--- src/rtl/mux4_arb_pkg.sv ---
// Shared types and constants for the 4-way round-robin select-mux arbiter.
//   N_REQ      : number of requesters sharing the mux tree
//   idx_t      : requester index, doubles as the mux-tree select {s1,s0}
//   state_t    : arbiter FSM state
//   idx_onehot : converts an index into a one-hot grant vector
package mux4_arb_pkg;

    localparam int N_REQ = 4;

    typedef logic [1:0] idx_t;

    typedef enum logic {
        IDLE  = 1'b0,
        GRANT = 1'b1
    } state_t;

    function automatic logic [N_REQ-1:0] idx_onehot(input idx_t idx);
        logic [N_REQ-1:0] oh;
        oh      = '0;
        oh[idx] = 1'b1;
        return oh;
    endfunction

endpackage

--- src/rtl/rr_pick4.sv ---
// Combinational first-set search over a 4-bit request vector.
// The search starts at 'start' and walks upward with wrap (start, start+1, ... mod 4).
// When excl_en is set, the index 'excl' is skipped.
//   req     in   4  request vector
//   start   in   2  first index examined
//   excl_en in   1  enable exclusion of 'excl'
//   excl    in   2  index to skip
//   found   out  1  a qualifying request exists
//   idx     out  2  index of the first qualifying request (== start when none)
module rr_pick4
    import mux4_arb_pkg::*;
(
    input  logic [N_REQ-1:0] req,
    input  idx_t             start,
    input  logic             excl_en,
    input  idx_t             excl,
    output logic             found,
    output idx_t             idx
);

    idx_t cand;

    // NOTE: every output and temporary gets a value before the loop so that no
    // path leaves a variable unassigned, which would infer a latch.
    always_comb begin
        found = 1'b0;
        idx   = start;
        cand  = start;
        for (int i = 0; i < N_REQ; i++) begin
            // 2-bit addition wraps 3 -> 0 on its own.
            cand = start + 2'(i);
            if (!found && req[cand] && !(excl_en && (cand == excl))) begin
                found = 1'b1;
                idx   = cand;
            end
        end
    end

endmodule

--- src/rtl/mux4_select_arbiter.sv ---
// Round-robin arbiter sharing one 4:1 select-mux tree between four requesters.
// The owner keeps the grant while it requests, up to MAX_HOLD consecutive cycles
// when someone else is waiting. All outputs are registered (one cycle latency).
//   clk        in   1  rising-edge clock
//   rst_n      in   1  synchronous active-low reset
//   req        in   4  request vector, bit i = requester i
//   gnt        out  4  one-hot grant, or zero
//   gnt_valid  out  1  gnt is non-zero
//   sel        out  2  owner index {s1,s0}; holds the last owner while idle
module mux4_select_arbiter
    import mux4_arb_pkg::*;
#(
    parameter int MAX_HOLD = 8,
    parameter int CNT_W    = 4
) (
    input  logic             clk,
    input  logic             rst_n,
    input  logic [N_REQ-1:0] req,
    output logic [N_REQ-1:0] gnt,
    output logic             gnt_valid,
    output logic [1:0]       sel
);

    // With no hold limit the counter simply saturates at its maximum.
    localparam logic [CNT_W-1:0] HOLD_LIMIT =
        (MAX_HOLD == 0) ? {CNT_W{1'b1}} : CNT_W'(MAX_HOLD);

    state_t           state_q, state_d;
    idx_t             owner_q, owner_d;
    idx_t             ptr_q, ptr_d;
    logic [CNT_W-1:0] hold_cnt_q, hold_cnt_d;
    logic [N_REQ-1:0] gnt_q, gnt_d;
    logic             gnt_valid_q, gnt_valid_d;

    idx_t pick_start;
    logic pick_excl_en;
    logic pick_found;
    idx_t pick_idx;

    // From IDLE search from ptr; while granted search past the owner and skip it,
    // so pick_found also means "another requester is pending".
    assign pick_start   = (state_q == IDLE) ? ptr_q : owner_q + 2'd1;
    assign pick_excl_en = (state_q == GRANT);

    rr_pick4 u_pick (
        .req     (req),
        .start   (pick_start),
        .excl_en (pick_excl_en),
        .excl    (owner_q),
        .found   (pick_found),
        .idx     (pick_idx)
    );

    always_comb begin
        logic take;
        logic release_all;

        state_d     = state_q;
        owner_d     = owner_q;
        ptr_d       = ptr_q;
        hold_cnt_d  = hold_cnt_q;
        gnt_d       = gnt_q;
        gnt_valid_d = gnt_valid_q;
        take        = 1'b0;
        release_all = 1'b0;

        unique case (state_q)
            IDLE: begin
                take = pick_found;
            end
            GRANT: begin
                if (!req[owner_q]) begin
                    take        = pick_found;
                    release_all = !pick_found;
                end else if ((MAX_HOLD != 0) && (hold_cnt_q == HOLD_LIMIT) && pick_found) begin
                    take = 1'b1;
                end else if (hold_cnt_q != HOLD_LIMIT) begin
                    hold_cnt_d = hold_cnt_q + 1'b1;
                end
            end
            default: begin
                release_all = 1'b1;
            end
        endcase

        if (take) begin
            state_d     = GRANT;
            owner_d     = pick_idx;
            ptr_d       = pick_idx + 2'd1;
            hold_cnt_d  = CNT_W'(1);
            gnt_d       = idx_onehot(pick_idx);
            gnt_valid_d = 1'b1;
        end else if (release_all) begin
            // owner_q is kept so sel stays on the last owner while idle.
            state_d     = IDLE;
            hold_cnt_d  = '0;
            gnt_d       = '0;
            gnt_valid_d = 1'b0;
        end
    end

    // NOTE: reset is sampled only on the clock edge (synchronous); all state
    // updates use non-blocking assignments so every flop sees pre-edge values.
    always_ff @(posedge clk) begin
        if (!rst_n) begin
            state_q     <= IDLE;
            owner_q     <= '0;
            ptr_q       <= '0;
            hold_cnt_q  <= '0;
            gnt_q       <= '0;
            gnt_valid_q <= 1'b0;
        end else begin
            state_q     <= state_d;
            owner_q     <= owner_d;
            ptr_q       <= ptr_d;
            hold_cnt_q  <= hold_cnt_d;
            gnt_q       <= gnt_d;
            gnt_valid_q <= gnt_valid_d;
        end
    end

    assign gnt       = gnt_q;
    assign gnt_valid = gnt_valid_q;
    assign sel       = owner_q;

endmodule

--- config.mk ---
export PLATFORM = sky130hd
export DESIGN_NAME = mux4_select_arbiter
export DESIGN_NICKNAME = d
export VERILOG_FILES = /design/src/rtl/mux4_arb_pkg.sv /design/src/rtl/rr_pick4.sv /design/src/rtl/mux4_select_arbiter.sv
export SDC_FILE = /design/constraint.sdc
export NUM_CORES = 1
export LEC_CHECK = 0
export BUFFER_PORTS_ARGS = -buffer_cell sky130_fd_sc_hd__buf_2
export CAP_MARGIN = 5
export CORE_ASPECT_RATIO = 0.75
export CORE_MARGIN = 4
export CORE_UTILIZATION = 25
export CTS_BUF_LIST = sky130_fd_sc_hd__clkbuf_8
export CTS_CLUSTER_DIAMETER = 150
export DETAILED_ROUTE_END_ITERATION = 7
export PLACE_DENSITY = 0.52
export SLEW_MARGIN = 20
export SYNTH_ARGS = -nofsm -noshare
export SYNTH_HDL_FRONTEND = slang
export SYNTH_SLANG_ARGS = --single-unit
--- constraint.sdc ---
create_clock -name clk -period 2.9 [get_ports clk]
set_input_delay 0.29 -clock clk [delete_from_list [all_inputs] [get_ports clk]]
set_output_delay 0.29 -clock clk [all_outputs]
set_load 0.01 [all_outputs]
==> summary.txt <==
Logic synthesis
  – Synth Area in Adders: 0.06985
  – EDFF count, synth: 0
  – Syn Nets: 129
  – FFs w/ async S/R, synth: 0
  – Synth Register Bits: 13
  – Simple-gate share of the synthesized area: 0.1956
  – Main combinational cell family by area after synthesis: compound AO/OA/AOI/OAI gates
  – Top_reg_cell synth: dfxtp_1
  – Synthesized area: 1075 um^2
  – Register area share after synthesis: 0.2421
  – Mapped Cells: 117
  – Xor/xnor share of the synthesized area: 0.02445
  – Yosys warning count: 0
  – Post-synthesis compound-gate area fraction: 0.3027
  – Library cells used by synthesis: 46
  – Multiplexer share of the synthesized area: 0.06985
  – Avg Inst Size Synth: 9.186 um^2

Clocking
  – Worst-path clk slew: 50 ps
  – CTS tree: done
  – Clk Tree Root Cell: clkbuf_8
  – Maximum buffer depth of the clock tree: 2
  – Worst-skew pair later-pin latency: 240 ps
  – Post-CTS Setup Repair Bufs: 0
  – CTS sink cnt: 13
  – Num CTS Buffers: 3
  – CTS H-tree depth: 1

GRT
  – Global-route wire length before repair: 4.209 mm
  – Vias in the first global route: 901
  – Overall Global Routing Usage: 0.09528
  – Initial antenna violation count: 0
  – Largest net degree at the start of global routing: 17
  – Total grt overflow: 0

Final layout
  – Layout Nets: 143
  – Core Util, Final: 0.2915
  – Final Cell Area: 1196 um^2
  – Diode count: 0
  – Area growth syn-to-layout: 11.29%
  – Fillers: between 400 and 500
  – Layout cell share with drive strength beyond 1: 0.2538

Critical path
  – Delay-heaviest family, CP: compound AO/OA/AOI/OAI gates
  – Buffers and inverters on the worst path: 1
  – CP max stage delay: 490 ps
  – Worst Path Arrival: 2760 ps
  – Crit path launch type: flop
  – Crit path max-delay cell type: dfxtp_2
  – Max FO, Critical Path: 16
  – Critical Path Sink Type: flop
  – Critical-path cell list: buf_4 > nor2_1 > a21oi_2 > o211ai_1 > a211oi_1 > o21ai_0 > o31a_1 > ha_1 > nand3_1 > a21oi_1
  – WP data required: 3070 ps
  – WS Path Type: flop to flop
  – R2r worst-path depth: 10
  – Critical path depth: 10

Placement
  – PortBufs: 12
  – Placer Congestion: between 0.8 and 0.9
  – Hpwl dp: 1.943 mm
  – Post-DP Area: ~1100 um^2

Hold path
  – Hold depth: 2
  – Hold Crit Class: input port to flop

Power and ir drop
  – Power Density: approximately 740 nW/um^2
  – Power consumption: 0.8793 mW
  – LEAKAGE: ~0.5 nW
  – Max VDD drop: 0.3919 mV

Drt
  – Routed vias: 937
  – Drt total wl: 2.498 mm
  – Final ANT Viol Nets: 0
  – Vias/cell: approximately 5.1
  – WL/cell: 13.50 um
  – Drt first pass iters: 4
  – DRC viols: 0
  – 1st-iter DRT viols: 49

Timing
  – Worst-Margin Slew: 441.3 ps
  – RSZ-0062 raised after global routing: no
  – Tmin final: 2584 ps
  – Slew Viols, Final: 0
  – Layout Skew: 2.476 ps
  – Endpoints failing hold: 0
  – Headroom to the max-slew limit: 0.7058
  – Tcrit/Tclk final: 0.8912
  – Hold WS: 401.6 ps
  – Setup TNS: 0 ps
  – Fmax: 0.3869 GHz
  – Setup violators final: 0

Die
  – Die Wd: 83.71 um
  – Die Area: 5423 um^2
  – Ports: 13
  – Core Region: 4104 um^2
  – Num rows: 20
  – Die Ht: 64.79 um
  – Initial Util: 0.2619

Outcome
  – Status: finished clean

Job
  – Max-cap violation count: 0
[cells by family (layout without fill, tap and decap cells)]
logic type | after synthesis | in the layout
flip-flops | 13 | 13
multiplexers | 5 | 5
buffers and inverters | 13 | 26
AO/OA/AOI/OAI | 40 | 40
adder cells (fa/ha/maj) | 6 | 6
AND/OR/NAND/NOR | 37 | 37
XOR/XNOR | 3 | 3
[registers in the layout, indices dropped and copies added, names as in the netlist]
name,flops
gnt,4
sel,2
ptr_q,2
gnt_valid,1
hold_cnt_q,4
[worst paths after layout]
| check | startpoint | slack (ps) | endpoint |
|---|---|---|---|
| max | gnt_valid$_SDFFE_PN0P_ | 320 | ptr_q[1]$_SDFFE_PN0P_ |
| min | rst_n | 400 | sel[0]$_SDFFE_PN0P_ |
| max reg2reg | gnt_valid$_SDFFE_PN0P_ | 320 | ptr_q[1]$_SDFFE_PN0P_ |
| min reg2reg | gnt[1]$_SDFFE_PN0P_ | 480 | gnt[1]$_SDFFE_PN0P_ |
[per-stage QoR]
step                setup WS (ps)  std cells
floorplan                   510.8        117
global placement            225.7        181
detailed placement          146.2        181
CTS                         114.8        185
global route                32.47        185
finish                      315.7        185
[Yosys cell counts, types with 2 or more instances]
master     count  area share
dfxtp_1       13        0.24
nor3_1         4       0.019
buf_6          2       0.021
a21oi_1        8       0.037
inv_1          7       0.024
o2bb2ai_1      2       0.016
o21ai_0        6       0.028
and2_2         2       0.014
nor2_1         8       0.028
nand2_1        7       0.024
nand2b_1       2       0.012
mux4_2         2       0.042
nand3b_1       2       0.014
clkbuf_8       3       0.038
nand3_1        4       0.019
o31ai_1        2       0.014
xor2_1         2       0.016
mux2i_1        3       0.028
ha_1           6       0.070
o211ai_1       2       0.014
a32o_1         5       0.047
[cell type report]
class	instances	area [um^2]	area share
multi-input combinational	91	711.9	0.5952
sequential	13	261.5	0.2186
timing repair buffer	15	82.58	0.06904
tap	55	68.82	0.05753
clock buffer	3	41.29	0.03452
inverter	7	26.28	0.02197
clock inverter	1	3.754	0.003138
[layer usage]
metal | vias up | GRT usage | wire (um)
met5 | - | 0 | 0
met4 | 0 | 0.01807 | 11
met3 | 2 | 0.03558 | 151
met2 | 26 | 0.1498 | 1131
met1 | 446 | 0.1257 | 1203
li1 | 463 | - | -
[placed cells by master (no fill, tap or decap), types with 3 or more instances in the layout]
cell type   n
a21oi_1     8
a32o_1      5
buf_2      12
buf_4       3
clkbuf_8    3
dfxtp_1    12
ha_1        6
inv_1       8
mux2i_1     3
nand2_1     7
nand3_1     4
nor2_1      8
nor3_1      4
o21ai_0     6
[repair_timing]
| action | CTS | global route |
|---|---|---|
| gates resized for setup | 0 | 1 |
| endpoints found under the setup margin | 0 | 5 |
| hold endpoints to repair | 0 | 0 |
| hold buffers | 0 | 0 |
[where the power goes]
part	total, mW	internal [mW]	switching, mW	leakage, nW
clock	0.156	0.0933	0.0624	0.0269
sequential	0.278	0.222	0.0561	0.107
combinational	0.445	0.208	0.238	0.355
No activity file was read; power rests on OpenSTA's default activity.
